### src/rtl/eth_txarb_rr_if.sv
// Input-FIFO read ports and output-FIFO write port of the round-robin TX arbiter.
// master = arbiter side, slave = FIFO side.
interface eth_txarb_rr_if #(
    parameter int unsigned NUM_CH  = 2,
    parameter int unsigned ENTRY_W = 74
);
    logic [NUM_CH-1:0]         fifo_rd_en;
    logic [NUM_CH*ENTRY_W-1:0] fifo_dout;
    logic [NUM_CH-1:0]         fifo_empty;
    logic                      wr_en;
    logic [ENTRY_W-1:0]        din;
    logic                      full;

    modport master (
        output fifo_rd_en, wr_en, din,
        input  fifo_dout, fifo_empty, full
    );

    modport slave (
        input  fifo_rd_en, wr_en, din,
        output fifo_dout, fifo_empty, full
    );
endinterface

### src/rtl/eth_txarb_rr.sv
// Packet-atomic round-robin arbiter: merges NUM_CH FWFT TLP FIFOs into one output
// FIFO write port, one IDLE bubble per packet, zero-latency head-to-output datapath.
module eth_txarb_rr #(
    parameter int unsigned NUM_CH  = 2,
    parameter int unsigned DATA_W  = 64,
    parameter int unsigned ENTRY_W = DATA_W + DATA_W/8 + 2,
    parameter int unsigned CNT_W   = 32,
    parameter int unsigned CH_W    = (NUM_CH > 1) ? $clog2(NUM_CH) : 1
) (
    input  logic                    clk156,
    input  logic                    sys_rst,
    input  logic [NUM_CH-1:0]       ch_en,
    eth_txarb_rr_if.master          fifo_if,
    output logic [CH_W-1:0]         grant_ch,
    output logic                    busy,
    output logic [NUM_CH*CNT_W-1:0] pkt_cnt
);
    localparam int unsigned TLAST_BIT = ENTRY_W - 2;

    typedef enum logic {
        IDLE = 1'b0,
        XFER = 1'b1
    } state_e;

    state_e             state_q, state_d;
    logic [CH_W-1:0]    grant_ch_q, grant_ch_d;
    logic [CH_W-1:0]    rr_ptr_q, rr_ptr_d;
    logic [CNT_W-1:0]   pkt_cnt_q [NUM_CH];
    logic [CNT_W-1:0]   pkt_cnt_d [NUM_CH];

    logic [ENTRY_W-1:0] head [NUM_CH];
    logic [NUM_CH-1:0]  req;
    logic               sel_found;
    logic [CH_W-1:0]    sel_ch;
    logic [CH_W-1:0]    cand;
    logic               pop_c;
    logic               last_c;

    for (genvar g = 0; g < NUM_CH; g++) begin : g_ch
        assign head[g]                   = fifo_if.fifo_dout[g*ENTRY_W +: ENTRY_W];
        assign pkt_cnt[g*CNT_W +: CNT_W] = pkt_cnt_q[g];
    end

    assign req      = ch_en & ~fifo_if.fifo_empty;
    assign pop_c    = (state_q == XFER) && !fifo_if.fifo_empty[grant_ch_q] && !fifo_if.full;
    assign last_c   = head[grant_ch_q][TLAST_BIT];
    assign grant_ch = grant_ch_q;

    // Round-robin search starting just after the last-served channel.
    always_comb begin
        sel_found = 1'b0;
        sel_ch    = '0;
        cand      = '0;
        for (int unsigned k = 1; k <= NUM_CH; k++) begin
            cand = CH_W'((32'(rr_ptr_q) + k) % NUM_CH);
            if (!sel_found && req[cand]) begin
                sel_found = 1'b1;
                sel_ch    = cand;
            end
        end
    end

    always_ff @(posedge clk156) begin
        if (sys_rst) begin
            state_q    <= IDLE;
            grant_ch_q <= '0;
            rr_ptr_q   <= CH_W'(NUM_CH - 1);
            for (int i = 0; i < NUM_CH; i++) begin
                pkt_cnt_q[i] <= '0;
            end
        end else begin
            state_q    <= state_d;
            grant_ch_q <= grant_ch_d;
            rr_ptr_q   <= rr_ptr_d;
            for (int i = 0; i < NUM_CH; i++) begin
                pkt_cnt_q[i] <= pkt_cnt_d[i];
            end
        end
    end

    // Next state: grant in IDLE, release only once the tlast beat has been popped.
    always_comb begin
        state_d    = state_q;
        grant_ch_d = grant_ch_q;
        rr_ptr_d   = rr_ptr_q;
        for (int i = 0; i < NUM_CH; i++) begin
            pkt_cnt_d[i] = pkt_cnt_q[i];
        end
        case (state_q)
            IDLE: begin
                if (sel_found) begin
                    grant_ch_d = sel_ch;
                    state_d    = XFER;
                end
            end
            XFER: begin
                if (pop_c && last_c) begin
                    state_d               = IDLE;
                    rr_ptr_d              = grant_ch_q;
                    pkt_cnt_d[grant_ch_q] = pkt_cnt_q[grant_ch_q] + CNT_W'(1);
                end
            end
            default: state_d = IDLE;
        endcase
    end

    // Outputs: pop and write are the same strobe, gated by the downstream full flag.
    always_comb begin
        fifo_if.fifo_rd_en = '0;
        fifo_if.wr_en      = 1'b0;
        fifo_if.din        = head[grant_ch_q];
        busy               = 1'b0;
        if (state_q == XFER) begin
            busy                           = 1'b1;
            fifo_if.wr_en                  = pop_c;
            fifo_if.fifo_rd_en[grant_ch_q] = pop_c;
        end
    end
endmodule
### src/flat_wrapper.sv
// flat-port wrapper written by rule: the top's interface ports become plain ports
module eth_txarb_rr_flat 
#(
    parameter int unsigned NUM_CH  = 2,
    parameter int unsigned DATA_W  = 64,
    parameter int unsigned ENTRY_W = DATA_W + DATA_W/8 + 2,
    parameter int unsigned CNT_W   = 32,
    parameter int unsigned CH_W    = (NUM_CH > 1) ? $clog2(NUM_CH) : 1
)
  (clk156, sys_rst, ch_en, grant_ch, busy, pkt_cnt, fifo_if_fifo_rd_en, fifo_if_wr_en, fifo_if_din, fifo_if_fifo_dout, fifo_if_fifo_empty, fifo_if_full);
  eth_txarb_rr_if #(.NUM_CH(NUM_CH), .ENTRY_W(ENTRY_W)) fifo_if_i ();
  input  logic clk156;
  input  logic sys_rst;
  input  logic [NUM_CH-1:0] ch_en;
  output logic [CH_W-1:0] grant_ch;
  output logic busy;
  output logic [NUM_CH*CNT_W-1:0] pkt_cnt;
  output wire logic [$bits(fifo_if_i.fifo_rd_en)-1:0] fifo_if_fifo_rd_en;
  output wire logic [$bits(fifo_if_i.wr_en)-1:0] fifo_if_wr_en;
  output wire logic [$bits(fifo_if_i.din)-1:0] fifo_if_din;
  input wire logic [$bits(fifo_if_i.fifo_dout)-1:0] fifo_if_fifo_dout;
  input wire logic [$bits(fifo_if_i.fifo_empty)-1:0] fifo_if_fifo_empty;
  input wire logic [$bits(fifo_if_i.full)-1:0] fifo_if_full;
  assign fifo_if_fifo_rd_en = fifo_if_i.fifo_rd_en;
  assign fifo_if_wr_en = fifo_if_i.wr_en;
  assign fifo_if_din = fifo_if_i.din;
  assign fifo_if_i.fifo_dout = fifo_if_fifo_dout;
  assign fifo_if_i.fifo_empty = fifo_if_fifo_empty;
  assign fifo_if_i.full = fifo_if_full;
  eth_txarb_rr #(.NUM_CH(NUM_CH), .DATA_W(DATA_W), .ENTRY_W(ENTRY_W), .CNT_W(CNT_W), .CH_W(CH_W)) u_core (.clk156(clk156), .sys_rst(sys_rst), .ch_en(ch_en), .fifo_if(fifo_if_i), .grant_ch(grant_ch), .busy(busy), .pkt_cnt(pkt_cnt));
endmodule
### config.mk
export PLATFORM = sky130hd
export DESIGN_NAME = eth_txarb_rr_flat
export DESIGN_NICKNAME = d
export VERILOG_FILES = /design/src/rtl/eth_txarb_rr_if.sv /design/src/rtl/eth_txarb_rr.sv /design/src/flat_wrapper.sv
export SDC_FILE = /design/constraint.sdc
export NUM_CORES = 1
export LEC_CHECK = 0
export ABC_AREA = 1
export CORE_ASPECT_RATIO = 0.9
export CORE_MARGIN = 8
export CORE_UTILIZATION = 32
export DETAILED_ROUTE_END_ITERATION = 7
export PLACE_DENSITY = 0.71
export SETUP_SLACK_MARGIN = 0.2
export SYNTH_ARGS = -nofsm -noshare
export SYNTH_HDL_FRONTEND = slang
export SYNTH_SLANG_ARGS = --single-unit
### constraint.sdc
create_clock -name clk156 -period 2.2 [get_ports clk156]
set_input_delay 0.66 -clock clk156 [delete_from_list [all_inputs] [get_ports clk156]]
set_output_delay 0.66 -clock clk156 [all_outputs]
set_load 0.03 [all_outputs]
==> impl_metrics.ini <==
[power_and_ir_drop]
sw_frac_of_total_pct = 34.0
p_clk_share_pct = 32.7
total_power_w = 0.00439
power_frac_comb_pct = 38.0
ir_drop_uv = 350
pwr_density_cell_nw_per_um2 = 455
power_frac_seq_pct = 29.2
internal_power_w = 0.00290
switchingPower_w = 0.00149
p_leak_nw = 5.07

[clock_network]
htreeDepth = 3
clock_sinks = 68
cts.path.max_buffers = 2
path_clk_slew_ns = 0.06
cts_root_buffer = clkbuf_16
cts_inserted_buffers = 9
clock_latency_ns = 0.34
cts_tree = done

[routing]
wirelength_um = 26500
via_per_inst = 4.76
num_vias = 6834
avgRoutedWirePerCell_um = 18.4
first_iter_violations = 332
ant_nets = 0
drtPass1Iterations = 4
drc = 0

[worst_setup_path]
reg2regPathDepth = 12
reg2reg_slack_ns = 0.31
crit_arrival_ns = 1.42
worstPathMaxFanout = 6
slowest_stage = dfxtp_4
crit_type = flip-flop to output port
slowest_delay_ns = 0.44
crit_top_cell = nand2_1
crit_path_end_kind = output port
start_kind = flip-flop
critPathBufInv = 4
critPathTopFamily = buffers and inverters
cp.required_ns = 1.54
cp.depth = 6
crit_chain = inv_8 > buf_12 > clkbuf_16 > nand2_1 > nand2_1 > buf_6

[floorplan]
core-area_um2 = 15300
die-area_um2 = 19700
fp.dieH_um = 134
initial_core_util_pct = 32.3
row_count = 43
die_width_um = 147
io_pins = 298

[placement]
dpl_worst_slack_ns = -0.385
placed_area_um2 = 8170
port_buffers = 297
dp_cells = 1390
post-dp-hpwl_um = 19000
place_congestion = 0.919

[global_routing]
grt_pass1_wl_um = 37600
grt-ovfl-total = 0
grt_pass1_vias = 6440
grt_max_degree = 33
antenna_found_initial = 8
grt_use_total_pct = 24.5

[yosys]
syn_avg_cell_area_um2 = 5.45
async_reset_ff_share_pct = 0
synth_nets = 1063
netlist_instances = 907
synthFlopType = dfxtp_1
yosys-top-cells-count = nand2_1, inv_1, dfxtp_1
netlist.area_leader.share_pct = 38.0
synth_area_leaders = nand2_1, dfxtp_1, inv_1
ys_types = 29
ys_ff_latch = 68
synth_edf_count = 0
synthesis.area_um2 = 4940
yosys_warnings = 0
yosysSeqAreaShare_pct = 27.6
synth.most_common_cell = nand2_1
synth_top_cell_by_area = nand2_1

[sta]
relSlewSlack_pct = 75.6
setup-violations-final = 0
maxSlewViolCount = 0
timing.final.ws_setup_ns = 0.122
fmax_ghz = 0.481
skew_ns = 0.00634
fin_crit_sh_pct = 94.5
period_needed_ns = 2.08
rsz0062_at_grt = yes
hold_viol_final = 0
tightest_slew_ns = 0.362

[min_path]
min_path_type = flip-flop to flip-flop
hold_depth = 2

[run_status]
outcome = finished, final reports clean

[layout]
area_delta_synth_final_pct = 95.3
drive_gt1_share_pct = 28.3
fin_cells = 1437
final_nets = 1382
final_cell_area_um2 = 9650

[run]
drv_cap = 0
==> power groups by stage <==
| stage | Combinational, W | Clock (W) | Sequential (W) |
|---|---|---|---|
| global placement | 0.00135 | 0 | 0.00131 |
| floorplan | 0.000601 | 0 | 0.00135 |
| detailed placement | 0.00135 | 0 | 0.00131 |
| CTS | 0.00151 | 0.00145 | 0.00128 |
| global route | 0.00175 | 0.00150 | 0.00129 |
| finish | 0.00167 | 0.00144 | 0.00128 |
==> stage by stage <==
step | hold slack, ns | utilization, % | TNS (ns)
3_3_place_gp | 0.449 | 53.5 | -17.41
4_1_cts | 0.463 | 58.9 | 0
6_report | 0.461 | 63.1 | 0
5_1_grt | 0.473 | 63.1 | 0
2_1_floorplan | 0.427 | - | 0
3_5_place_dp | 0.454 | 53.5 | -18.08
==> worst paths after layout <==
check	from	end
worst min-delay path	u_core.pkt_cnt_q[1][31]	u_core.pkt_cnt_q[1][31]
worst min register to register	u_core.pkt_cnt_q[1][31]	u_core.pkt_cnt_q[1][31]
worst max-delay path	u_core.grant_ch	fifo_if_din[26]
worst max register to register	flip-flop	u_core.pkt_cnt_q[0][30]
==> cell type report <==
| class | count | area, um2 |
|---|---|---|
| fill | 1377 | 5630 |
| timing repair buffer | 349 | 3820 |
| multi-input combinational | 721 | 3600 |
| sequential | 68 | 1370 |
| inverter | 77 | 309 |
| tap | 202 | 253 |
| clock buffer | 9 | 225 |
| clock inverter | 7 | 67.6 |
| antenna | 4 | 10.0 |
==> layer usage <==
layer | track usage, % | vias up | share of wire (%)
met5 | 0 | - | 0
met4 | 6.51 | 0 | 2.2
met3 | 4.58 | 39 | 7.5
met2 | 45.0 | 263 | 51
met1 | 28.6 | 3146 | 39
li1 | - | 3386 | -
==> timing repair <==
item / CTS / global route
endpoints found under the setup margin: 207 / 106
pin swaps: 123 / 43
resized for setup: 331 / 149
gates cloned: 10 / 6
setup buffers: 7 / 4
hold buffers: 0 / 0
==> cell families after synthesis <==
family / after synthesis / share of synthesized area, %
and+or+nand+nor: 653 / 54.2
buffers and inverters: 118 / 10.2
DFF: 68 / 27.6
AOI/OAI and AO/OA: 58 / 6.21
xor gates and xnor gates: 9 / 1.60
adders and majority gates: 1 / 0.253
==> worst reg2reg max path, cell delays in order (launching register included) <==
cell and delay, ns:
dfxtp_4 0.39, buf_4 0.20, o21ai_4 0.17, ha_2 0.23, inv_1 0.09, nor2_4 0.15
nand2_2 0.12, nor2_4 0.16, nand2_1 0.07, nand2_1 0.07, nand3_1 0.07, nand2_1 0.06
inv_1 0.04
==> cell usage in the layout, fill, tap and decap left out, drive strengths merged <==
master         count
nor2              84
diode              4
nand3             36
clkbuf            15
dfxtp             68
or2                1
ha                 1
xnor2              7
o21a               1
buf              126
nor3               1
dlymetal6s2s      17
inv               77
o21bai             1
o21ai             35
dlygate4sd2      182
and2               1
clkinvlp           3
nand2            530
clkinv             3
a21oi             21
bufinv             1
clkdlybuf4s50     17
clkdlybuf4s15      1
xor2               2
==> flip-flops by register name, summed over array words and instances, names as in the netlist, named ones only <==
register          flops
u_core.pkt_cnt_q     64
u_core.grant_ch       1
u_core.rr_ptr_q       1
u_core.state_q        1
(Power assumes the default switching activity.)
